File: src/rtl/dwt_multilevel_sched.sv
// Multi-level in-place Haar DWT sequencer driving one shared pair core.
// For each pair it reads two samples, holds them on the core for CORE_LAT cycles,
// writes cA back in place and emits cD on a ready/valid detail stream.
// Optional build macro DWT_STALL_CNT_EN adds the stall_cnt output, which counts
// the cycles the consumer held off a valid detail coefficient.
module dwt_multilevel_sched #(
  parameter int unsigned N        = 8,
  parameter int unsigned CORE_LAT = 2,
  parameter int unsigned AW       = $clog2(N)
) (
  input  logic          clk,
  input  logic          rst_n,
  input  logic          start,
  input  logic [3:0]    levels_cfg,
  output logic          busy,
  output logic          done,
  output logic          err,
  output logic          rd_en,
  output logic [AW-1:0] rd_addr,
  input  logic [15:0]   rd_data,
  output logic          wr_en,
  output logic [AW-1:0] wr_addr,
  output logic [15:0]   wr_data,
  output logic [15:0]   core_x0,
  output logic [15:0]   core_x1,
  input  logic [15:0]   core_cA,
  input  logic [15:0]   core_cD,
  output logic          det_valid,
  input  logic          det_ready,
  output logic [15:0]   det_data,
  output logic [3:0]    det_level,
`ifdef DWT_STALL_CNT_EN
  output logic [15:0]   stall_cnt,
`endif
  output logic [AW-1:0] det_idx
);

  localparam int unsigned DW       = 16;
  localparam logic [3:0]  MAX_LVL  = 4'(AW);
  localparam logic [3:0]  LAT_LAST = 4'(CORE_LAT - 1);
  localparam logic [AW-1:0] HALF_N = AW'(N / 2);

  typedef enum logic [3:0] {
    S_IDLE, S_RD0, S_RD1, S_CAP0, S_CAP1, S_WAIT, S_WR, S_DHOLD, S_DONE, S_ERR
  } state_e;

  state_e          state_q, state_d;
  logic [AW-1:0]   k_q, k_d, half_q, half_d;
  logic [3:0]      level_q, level_d, cfg_q, cfg_d, wait_q, wait_d;
  logic            busy_q, busy_d, done_q, done_d, err_q, err_d;
  logic            rd_en_q, rd_en_d, wr_en_q, wr_en_d, dv_q, dv_d;
  logic [AW-1:0]   rd_addr_q, rd_addr_d, wr_addr_q, wr_addr_d, di_q, di_d;
  logic [DW-1:0]   wr_data_q, wr_data_d, x0_q, x0_d, x1_q, x1_d, dd_q, dd_d;
  logic [3:0]      dl_q, dl_d;

  // Next-state and next-output logic; every output is registered from these.
  always_comb begin
    state_d   = state_q;
    k_d       = k_q;
    half_d    = half_q;
    level_d   = level_q;
    cfg_d     = cfg_q;
    wait_d    = wait_q;
    done_d    = 1'b0;
    err_d     = 1'b0;
    wr_en_d   = 1'b0;
    wr_addr_d = wr_addr_q;
    wr_data_d = wr_data_q;
    x0_d      = x0_q;
    x1_d      = x1_q;
    dv_d      = 1'b0;
    dd_d      = dd_q;
    dl_d      = dl_q;
    di_d      = di_q;
    unique case (state_q)
      S_IDLE: begin
        if (start) begin
          if ((levels_cfg == 4'd0) || (levels_cfg > MAX_LVL)) begin
            state_d = S_ERR;
            done_d  = 1'b1;
            err_d   = 1'b1;
          end else begin
            state_d = S_RD0;
            k_d     = '0;
            half_d  = HALF_N;
            level_d = 4'd1;
            cfg_d   = levels_cfg;
          end
        end
      end
      S_RD0: state_d = S_RD1;
      S_RD1: begin
        state_d = S_CAP0;
        x0_d    = rd_data;
      end
      S_CAP0: begin
        state_d = S_CAP1;
        x1_d    = rd_data;
      end
      S_CAP1: begin
        state_d = S_WAIT;
        wait_d  = '0;
      end
      S_WAIT: begin
        if (wait_q == LAT_LAST) begin
          state_d   = S_WR;
          wr_en_d   = 1'b1;
          wr_addr_d = k_q;
          wr_data_d = core_cA;
          dv_d      = 1'b1;
          dd_d      = core_cD;
          dl_d      = level_q;
          di_d      = k_q;
        end else begin
          wait_d = wait_q + 4'd1;
        end
      end
      S_WR, S_DHOLD: begin
        if (!det_ready) begin
          state_d = S_DHOLD;
          dv_d    = 1'b1;
        end else if (k_q != (half_q - AW'(1))) begin
          k_d     = k_q + AW'(1);
          state_d = S_RD0;
        end else if (level_q == cfg_q) begin
          state_d = S_DONE;
          done_d  = 1'b1;
        end else begin
          level_d = level_q + 4'd1;
          half_d  = half_q >> 1;
          k_d     = '0;
          state_d = S_RD0;
        end
      end
      S_DONE, S_ERR: state_d = S_IDLE;
      default:       state_d = S_IDLE;
    endcase
    busy_d    = (state_d != S_IDLE) && (state_d != S_DONE) && (state_d != S_ERR);
    rd_en_d   = (state_d == S_RD0) || (state_d == S_RD1);
    rd_addr_d = rd_addr_q;
    if (rd_en_d) begin
      rd_addr_d = AW'({k_d, (state_d == S_RD1)});
    end
  end

  // State, counters and registered outputs; reset abandons any run in flight.
  always_ff @(posedge clk or negedge rst_n) begin
    if (!rst_n) begin
      state_q   <= S_IDLE;
      k_q       <= '0;
      half_q    <= '0;
      level_q   <= '0;
      cfg_q     <= '0;
      wait_q    <= '0;
      busy_q    <= 1'b0;
      done_q    <= 1'b0;
      err_q     <= 1'b0;
      rd_en_q   <= 1'b0;
      rd_addr_q <= '0;
      wr_en_q   <= 1'b0;
      wr_addr_q <= '0;
      wr_data_q <= '0;
      x0_q      <= '0;
      x1_q      <= '0;
      dv_q      <= 1'b0;
      dd_q      <= '0;
      dl_q      <= '0;
      di_q      <= '0;
    end else begin
      state_q   <= state_d;
      k_q       <= k_d;
      half_q    <= half_d;
      level_q   <= level_d;
      cfg_q     <= cfg_d;
      wait_q    <= wait_d;
      busy_q    <= busy_d;
      done_q    <= done_d;
      err_q     <= err_d;
      rd_en_q   <= rd_en_d;
      rd_addr_q <= rd_addr_d;
      wr_en_q   <= wr_en_d;
      wr_addr_q <= wr_addr_d;
      wr_data_q <= wr_data_d;
      x0_q      <= x0_d;
      x1_q      <= x1_d;
      dv_q      <= dv_d;
      dd_q      <= dd_d;
      dl_q      <= dl_d;
      di_q      <= di_d;
    end
  end

`ifdef DWT_STALL_CNT_EN
  logic [15:0] stall_q;

  // Saturating count of cycles a valid detail waited on the consumer.
  always_ff @(posedge clk or negedge rst_n) begin
    if (!rst_n) begin
      stall_q <= '0;
    end else if ((state_q == S_IDLE) && start) begin
      stall_q <= '0;
    end else if (dv_q && !det_ready && (stall_q != 16'hFFFF)) begin
      stall_q <= stall_q + 16'd1;
    end
  end

  assign stall_cnt = stall_q;
`endif

  assign busy      = busy_q;
  assign done      = done_q;
  assign err       = err_q;
  assign rd_en     = rd_en_q;
  assign rd_addr   = rd_addr_q;
  assign wr_en     = wr_en_q;
  assign wr_addr   = wr_addr_q;
  assign wr_data   = wr_data_q;
  assign core_x0   = x0_q;
  assign core_x1   = x1_q;
  assign det_valid = dv_q;
  assign det_data  = dd_q;
  assign det_level = dl_q;
  assign det_idx   = di_q;

endmodule

File: config.mk
export PLATFORM = sky130hd
export DESIGN_NAME = dwt_multilevel_sched
export DESIGN_NICKNAME = d
export VERILOG_FILES = /design/src/rtl/dwt_multilevel_sched.sv
export SDC_FILE = /design/constraint.sdc
export NUM_CORES = 1
export LEC_CHECK = 0
export CORE_ASPECT_RATIO = 0.9
export CORE_MARGIN = 2
export CORE_UTILIZATION = 39
export DETAILED_ROUTE_END_ITERATION = 6
export GPL_ROUTABILITY_DRIVEN = 1
export PLACE_DENSITY = 0.7
export SETUP_SLACK_MARGIN = 0.05
export SYNTH_ARGS = -nofsm -noshare
export SYNTH_HDL_FRONTEND = slang
export SYNTH_SLANG_ARGS = --single-unit
export TNS_END_PERCENT = 100
File: constraint.sdc
create_clock -name clk -period 3.72 [get_ports clk]
set_clock_uncertainty 0.1 [all_clocks]
set_input_delay 0.93 -clock clk [delete_from_list [all_inputs] [get_ports clk]]
set_output_delay 0.93 -clock clk [all_outputs]
set_load 0.01 [all_outputs]
Yosys cells after proc, flatten, opt, wreduce, memory -nomap -nowiden

Cells that the tools add are included.

Flip-flop bits (word level): 102
Input port bits: 56
Output and inout bits: 83
Logic and storage cells: 100

Add/subtract/negate cells: 4
Magnitude comparators: 1
Equality and inequality tests: 21
Muxes and demuxes: 38
Bitwise gates (word level): 1
Reduce and logical (&&, ||, !) cells: 15

Operators with widths:

| kind                                               | count |
|---|---|
| 2-to-1 mux 4 bit                                   | 12 |
| 2-to-1 mux 3 bit                                   | 10 |
| case mux 4 bit (7 select lines)                    | 1 |
| == test 4 x 3 -> 1 bit, second input constant      | 4 |
| case mux 4 bit (2 select lines)                    | 2 |
| == test 4 x 1 -> 1 bit, second input constant      | 3 |
| == test 4 x 2 -> 1 bit, second input constant      | 3 |
| inequality test 2 bit, second input constant       | 6 |
| case mux 3 bit (2 select lines)                    | 2 |
| 2-to-1 mux 1 bit                                   | 9 |
| adder 4 x 1 -> 4 bit, second input constant        | 2 |
| zero test 4 bit                                    | 2 |
| inequality test 4 bit, second input constant       | 2 |
| AND reduction 6 bit                                | 1 |
| AND reduction 5 bit                                | 1 |
| == test 4 bit                                      | 1 |
| > comparator 4 x 2 -> 1 bit, second input constant | 1 |
| case mux 1 bit (2 select lines)                    | 2 |
| AND reduction 2 bit                                | 2 |
| nonzero test 2 bit                                 | 2 |
| nonzero test 4 bit                                 | 1 |
| adder 3 x 1 -> 3 bit, second input constant        | 1 |
| inequality test 3 bit                              | 1 |
| inequality test 3 bit, second input constant       | 1 |
| other kinds (6)                                    | 8 |

Logic depth before layout (Yosys ltp)

Gate-level depths: netlist of the first run.

Depth in word-level cells: 8
Gate-level depth with buffers: 8
Gate-level depth less buffers: 7

Least setup slack after synthesis of the first run

No wires, ideal clock.

Path type: input port to flip-flop
From: input levels_cfg[3]
To: register rd_addr_q[1], in the netlist rd_addr[1]
Library setup time: 125 ps
Arrival time: 2,076 ps
Data required time: 3,495 ps
Slack: 1,420 ps
Stages: 4
Path buffers: 0
Cells stage by stage: o311a_1 > nand2b_1 > o211ai_1 > mux2_2

Word-level cells in the longest chain between the ends: 7
Elaborated cells on any way between the ends: 12
Classes of those cells: order compare (1); eq/ne (2); mux (6); reduce/logical (3)

Ends and longest elaborated chain:

| item                                                                    | line | source |
|---|---|---|
| start, declared                                                         | 14   | `input logic [3:0] levels_cfg,` |
| > comparator 4 x 2 -> 1 bit / zero test 4 bit (equally long branches)   | 78   | `if ((levels_cfg == 4'd0) \|\| (levels_cfg > MAX_LVL)) begin` |
| logical OR 1 bit *                                                      | 78   |  |
| 2-to-1 mux 4 bit *                                                      | 78   |  |
| 2-to-1 mux 4 bit *                                                      | 77   | `if (start) begin` |
| case mux 4 bit (7 select lines) *                                       | 75   | `unique case (state_q)` |
| == test 4 x 1 -> 1 bit / == test 4 x 2 -> 1 bit (equally long branches) | 139  | `rd_en_d = (state_d == S_RD0) \|\| (state_d == S_RD1);` |
| logical OR 1 bit *                                                      | 139  |  |
| named net rd_en_d                                                       | 51   | `logic rd_en_q, rd_en_d, wr_en_q, wr_en_d, dv_q, dv_d;` |
| end signal, assigned                                                    | 180  | `rd_addr_q <= rd_addr_d;` |
| end, declared                                                           | 52   | `logic [AW-1:0] rd_addr_q, rd_addr_d, wr_addr_q, wr_addr_d, di_q, di_d;` |

Mark *: on every way through the listed nets, which the timed path passes. The rest lies on a longest branch. The select of a mux whose other input is x is not followed.
A chain may end at the register's enable or synchronous reset.

Worst setup path after layout of the first run

From: input levels_cfg[1]
To: register rd_addr_q[1], in the netlist rd_addr[1]

The elaborated chain is that of the path after synthesis.

==> results of run 1 <==
sequential cells by signal, summed over array words and instances, names as in the netlist, 4 cells and up:
name,cells
cfg_q,4
core_x0,16
core_x1,16
det_data,16
det_level,4
level_q,4
state_q,4
wait_q,4
wr_data,16
power groups by stage:
stage,Sequential [mW],Clock [mW],Combinational [mW]
after floorplan,2.06,0,0.916
after global placement,1.94,0,2.13
after detailed placement,1.96,0,2.16
after CTS,1.94,1.04,2.17
after global routing,2.01,1.08,2.31
final,1.94,1.00,2.14
routing by layer:
metal  GRT usage, %  wire [um]  up-vias
met5              0          0        -
met4           5.72        102        0
met3           3.68        442        7
met2           27.1       4510       80
met1           21.1       4000     1404
li1               -          -     1319
cell usage in the layout (no fill, tap or decap), drive strengths merged, types with 4 or more instances in the layout:
cell | Yosys | final
a21o | 4 | 4
a22o | 6 | 6
buf | 13 | 6
clkbuf | 2 | 10
clkdlybuf4s50 | 0 | 137
dfrtp | 102 | 102
ha | 5 | 5
inv | 6 | 8
mux2 | 75 | 75
mux2i | 4 | 4
nand2 | 12 | 12
nand2b | 4 | 4
nor2 | 6 | 6
nor3 | 4 | 4
o21ai | 6 | 6
xor2 | 6 | 6
worst register-to-register path, stage by stage (launching register included):
cell	delay, ns
dfrtp_1	0.53
nor4_1	0.43
nand4b_1	0.47
a31oi_1	0.35
nand2_1	0.10
mux2_2	0.27
logic make-up (layout without fill, tap and decap cells):
logic type / count (synthesis) / in the layout
DFF: 102 / 102
muxes: 79 / 79
and+or+nand+nor: 48 / 48
AOI/OAI and AO/OA: 30 / 30
buffers and inverters: 21 / 165
xor gates and xnor gates: 7 / 7
adders and majority gates: 5 / 5
worst max path at each step:
stage	end	slack, ns	cells after the start
after floorplan	rd_addr[1]	1.42	4
after global placement	rd_addr[1]	0.82	6
after detailed placement	rd_addr[1]	0.80	6
after CTS	rd_addr[1]	1.14	6
after global routing	rd_addr[2]	1.06	6
final	rd_addr[1]	1.13	6
area by class of cell:
cell class | count | area [um^2] | area share, %
sequential | 102 | 2550 | 42.3
tap | 129 | 161 | 2.67
inverter | 6 | 22.5 | 0.373
clock buffer | 10 | 229 | 3.79
clock inverter | 6 | 93.8 | 1.55
multi-input combinational | 169 | 1550 | 25.7
timing repair buffer | 143 | 1430 | 23.7
==> impl_metrics.csv, run 1 <==
group,metric,value,unit
power_and_ir_drop,irDropWorstVdd,0.000451,V
synth,post_synth_and_or_nand_nor_area_fraction,6.95,%
layout,nFillCells,842,
cts,cts_resized,0,
layout,final_area,0.00604,mm^2
cts,ctsLongestPathBuffers,2,
drt,vias,2810,
global_route,grt_max_degree,59,
power_and_ir_drop,power.total,5.08,mW
timing,drv_slew,0,
cts,clock_latency,0.34,ns
synth,synthMuxAreaShare,21.1,%
synth,syn-instance-count,292,
worst_setup_path,crit_required,3.85,ns
synth,synth_top_area_share,60.9,%
layout,num-nets-final,492,
worst_setup_path,crit_arrival,2.72,ns
drt,initialDrtViolationCount,88,
layout,area_growth,44.0,%
layout,final_cells,565,
cts,htree_levels,3,
synth,yosysSeqAreaShare,60.9,%
floorplan,ios,139,
placement,portBuffers,138,
drt,drc,0,
synth,synth_seq_cells,102,
worst_setup_path,crit_family,"compound AO/OA/AOI/OAI gates",
power_and_ir_drop,pwr-share-seq,38.1,%
drt,wire_per_inst,16.0,um
power_and_ir_drop,pwr-share-clk,19.7,%
placement,post-place-ws,0.796,ns
worst_setup_path,path_class,"primary input to flop",
timing,slew_headroom,51.0,%
timing,fin_hold_ws,0.405,ns
layout,fin_util,58.4,%
synth,synth_compound_gate_area_share,5.34,%
timing,final.setup.worst_slack,1.13,ns
job,cap_viol_max_count,0,
global_route,grt.overflow.total,0,
layout,antenna_cells,0,
worst_setup_path,critPathMaxFanout,4,
synth,netlist-cell-type-count,45,
timing,fin_crit_sh,69.6,%
worst_setup_path,rr_worst_depth,5,
drt,via_per_inst,4.97,
cts,cts_setup_buffers,0,
synth,yosys.cell_count.top_type,"dfrtp_1",
global_route,grt_first_pass_wirelength,14900,um
layout,drive_gt1_share,24.3,%
timing,fin_tns_setup,0,ns
placement,dp.cells,549,
worst_setup_path,end_kind,"flop",
floorplan,coreArea,0.0103,mm^2
worst_hold_path,hp-class,"flop to flop",
global_route,grt_pass1_vias,3000,
worst_setup_path,cp_slowest_cell,"clkdlybuf4s50_1",
cts,clock-sinks,102,
worst_hold_path,holdPathEnd,"core_x0[12]",
drt,drt_pass1_iterations,5,
placement,post-dp-hpwl,6530,um
global_route,antenna_found_initial,0,
power_and_ir_drop,switching_share,30.7,%
synth,synth_area,0.00419,mm^2
drt,wirelength,9050,um
floorplan,die-area,0.0116,mm^2
synth,synthTopCellsByArea,"dfrtp_1 (61%), mux2_2 (20%), ha_1 (1.5%)",
placement,gp_congestion,0.806,
timing,fmax,0.386,GHz
synth,synth_edf_count,0,
timing,period_needed,2.59,ns
power_and_ir_drop,internal_power,3.52,mW
power_and_ir_drop,p_comb_share,42.2,%
worst_setup_path,critPathLaunchType,"primary input",
worst_setup_path,crit_chain,"clkdlybuf4s50_1, nor2_1, o311a_1, nand2b_1, o211ai_1, mux2_2",
synth,synth-xor-area-share,1.79,%
global_route,grt_usage,16.2,%
synth,avgSynthCellArea,14.4,um^2
synth,synth_top_family_by_area,"multiplexers",
cts,clock-root-buffer,"clkbuf_16",
synth,synth_fa_ha_area_share,1.49,%
synth,synth_nets,353,
worst_setup_path,cp_slowest_stage_delay,0.48,ns
synth,synth_commonest_cells,"dfrtp_1 (102), mux2_2 (75), nand2_1 (12)",
synth,async_flop_share,100,%
floorplan,rows,35,
power_and_ir_drop,p_switching,1.56,mW
worst_setup_path,worstReg2RegEnd,"rd_addr[1]",
floorplan,die_h,102,um
timing,hold_viol_final,0,
worst_setup_path,crit_buf_inv,1,
cts,cts_buffers,9,
power_and_ir_drop,power_leakage,2.64,nW
timing,rsz0062_at_grt,"false",
timing,setup_viol,0,
worst_setup_path,setup.worst_path.start,"levels_cfg[1]",
timing,tightestPinTransition,0.735,ns
drt,antenna_left,0,
worst_setup_path,rrSetupSlack,1.37,ns
worst_setup_path,r2r-start,"state_q[0]",
floorplan,start_util,40.6,%
synth,synth_flop_cell,"dfrtp_1",
cts,cts.hold.buffers_added,0,
outcome,outcome,"completed",
cts,cts_tree,"built",
power_and_ir_drop,pwr_density_cell,841,mW/mm^2
worst_hold_path,worstHoldStart,"core_x0[12]",
synth,yosysWarnings,0,
worst_hold_path,min_path_cells,1,
synth,synth_area_leader_cell,"dfrtp_1",
floorplan,die-width,113,um
cts,path_clk_slew,0.07,ns
placement,place_area,0.00572,mm^2
No activity file was read; power rests on OpenSTA's default activity.
==> inputs of run 2 (changes only) <==
clock period = 2.6 ns   (was 3.72 ns; I/O delays follow)
==> run 2 against run 1 <==
Design area is 0.91% higher. Sequential share of layout area is 0.38 points lower. Core utilization is 0.53 points higher. Register-to-register slack worse by 0.98 ns.
==> impl_metrics.csv, run 2 (synthesized netlist as in run 1, its figures left out) <==
group,metric,value,unit
outcome,outcome,"completed",
power_and_ir_drop,pwr_density_cell,1200,mW/mm^2
cts,ctsLongestPathBuffers,2,
layout,final_common_cell,"clkdlybuf4s50_1",
drt,via_per_inst,4.99,
drt,wire_per_inst,15.8,um
floorplan,ios,139,
layout,layout_common_cells,"clkdlybuf4s50_1 (137), dfrtp_1 (102), mux2_2 (75)",
placement,post-dp-hpwl,6640,um
cts,cts_setup_buffers,0,
layout,num-nets-final,500,
worst_setup_path,critPathLaunchType,"primary input",
worst_setup_path,worstReg2RegEnd,"level_q[1]",
worst_setup_path,r2r-start,"half_q[0]",
timing,fin_crit_sh,85.7,%
global_route,grt.overflow.total,0,
floorplan,die-width,113,um
drt,vias,2858,
timing,tightestPinTransition,0.531,ns
placement,place_area,0.00578,mm^2
floorplan,die_h,102,um
layout,drive_gt1_share,25.2,%
timing,fin_hold_ws,0.156,ns
layout,final_area,0.00609,mm^2
cts,clock-sinks,102,
layout,antenna_cells,0,
cts,path_clk_slew,0.06,ns
timing,fin_tns_setup,0,ns
worst_setup_path,end_kind,"flop",
cts,clock_latency,0.34,ns
worst_setup_path,rr_worst_depth,7,
timing,slew_headroom,64.6,%
drt,antenna_left,0,
cts,cts_tree,"built",
worst_setup_path,crit_required,2.73,ns
drt,drc,0,
job,cap_viol_max_count,0,
timing,rsz0062_at_grt,"false",
global_route,grt_max_degree,41,
cts,clock-root-buffer,"clkbuf_16",
worst_hold_path,hp-class,"primary input to async pin",
worst_setup_path,crit_arrival,2.35,ns
timing,fmax,0.449,GHz
cts,cts_buffers,9,
timing,period_needed,2.23,ns
floorplan,rows,35,
timing,hold_viol_final,0,
global_route,grt_first_pass_wirelength,14700,um
placement,gp_congestion,0.766,
cts,htree_levels,3,
timing,drv_slew,0,
global_route,antenna_found_initial,0,
drt,drt_pass1_iterations,4,
timing,setup_viol,0,
floorplan,die-area,0.0116,mm^2
floorplan,coreArea,0.0103,mm^2
worst_setup_path,rrSetupSlack,0.39,ns
power_and_ir_drop,irDropWorstVdd,0.000722,V
placement,portBuffers,138,
layout,area_growth,45.3,%
worst_setup_path,critPathMaxFanout,3,
cts,cts.hold.buffers_added,0,
drt,wirelength,9080,um
layout,nFillCells,839,
floorplan,start_util,40.6,%
cts,cts_resized,0,
power_and_ir_drop,power_leakage,2.68,nW
global_route,grt_pass1_vias,2903,
drt,initialDrtViolationCount,116,
worst_setup_path,path_class,"primary input to flop",
global_route,grt_usage,16.3,%
## run 2: per-layer routing
layer | vias to the layer above | global-route usage (%) | wire [um]
li1 | 1342 | - | -
met3 | 12 | 4.15 | 436
met5 | - | 0 | 0
met1 | 1419 | 20.8 | 3890
met2 | 85 | 27.1 | 4580
met4 | 0 | 6.10 | 173
## run 2: worst max-delay path: stages
cell and delay (ns):
clkdlybuf4s50_1 0.48, nor2_1 0.05, o32a_1 0.30, o22a_1 0.20
o211ai_1 0.30, mux2_2 0.37
## run 2: worst max path at each step
| stage | from | end | slack (ns) |
|---|---|---|---|
| 2_1_floorplan | half_q[0] | half_q[0] | 0.42 |
| 3_3_place_gp | levels_cfg[0] | rd_addr[2] | 0.06 |
| 3_5_place_dp | start | rd_addr[1] | 0.03 |
| 4_1_cts | start | rd_addr[1] | 0.37 |
| 5_1_grt | half_q[0] | level_q[3] | 0.25 |
| 6_report | start | rd_addr[1] | 0.37 |
## run 2: report_power, final
| part | internal, mW | total [mW] | switching [mW] |
|---|---|---|---|
| Combinational | 1.95 | 3.12 | 1.17 |
| Sequential | 2.29 | 2.77 | 0.480 |
| Clock | 0.871 | 1.41 | 0.543 |
## run 2: area by class of cell
| class | instances | area, um^2 | area share [%] |
|---|---|---|---|
| clock inverters | 3 | 67.6 | 1.11 |
| well taps | 129 | 161 | 2.65 |
| multi-input cells | 169 | 1550 | 25.5 |
| repair buffers | 151 | 1490 | 24.4 |
| inverters | 6 | 22.5 | 0.370 |
| clock buffers | 13 | 250 | 4.11 |
| flip-flops and latches | 102 | 2550 | 41.9 |
## run 2: per-stage QoR
stage / instances / power (mW) / setup WS (ns) / util (%)
2_1_floorplan: 292 / 4.26 / 0.417 / -
3_3_place_gp: 557 / 5.87 / 0.0609 / 55.9
3_5_place_dp: 557 / 5.96 / 0.0251 / 55.9
4_1_cts: 573 / 7.41 / 0.370 / 59.0
5_1_grt: 573 / 7.76 / 0.245 / 59.0
6_report: 573 / 7.30 / 0.371 / 59.0
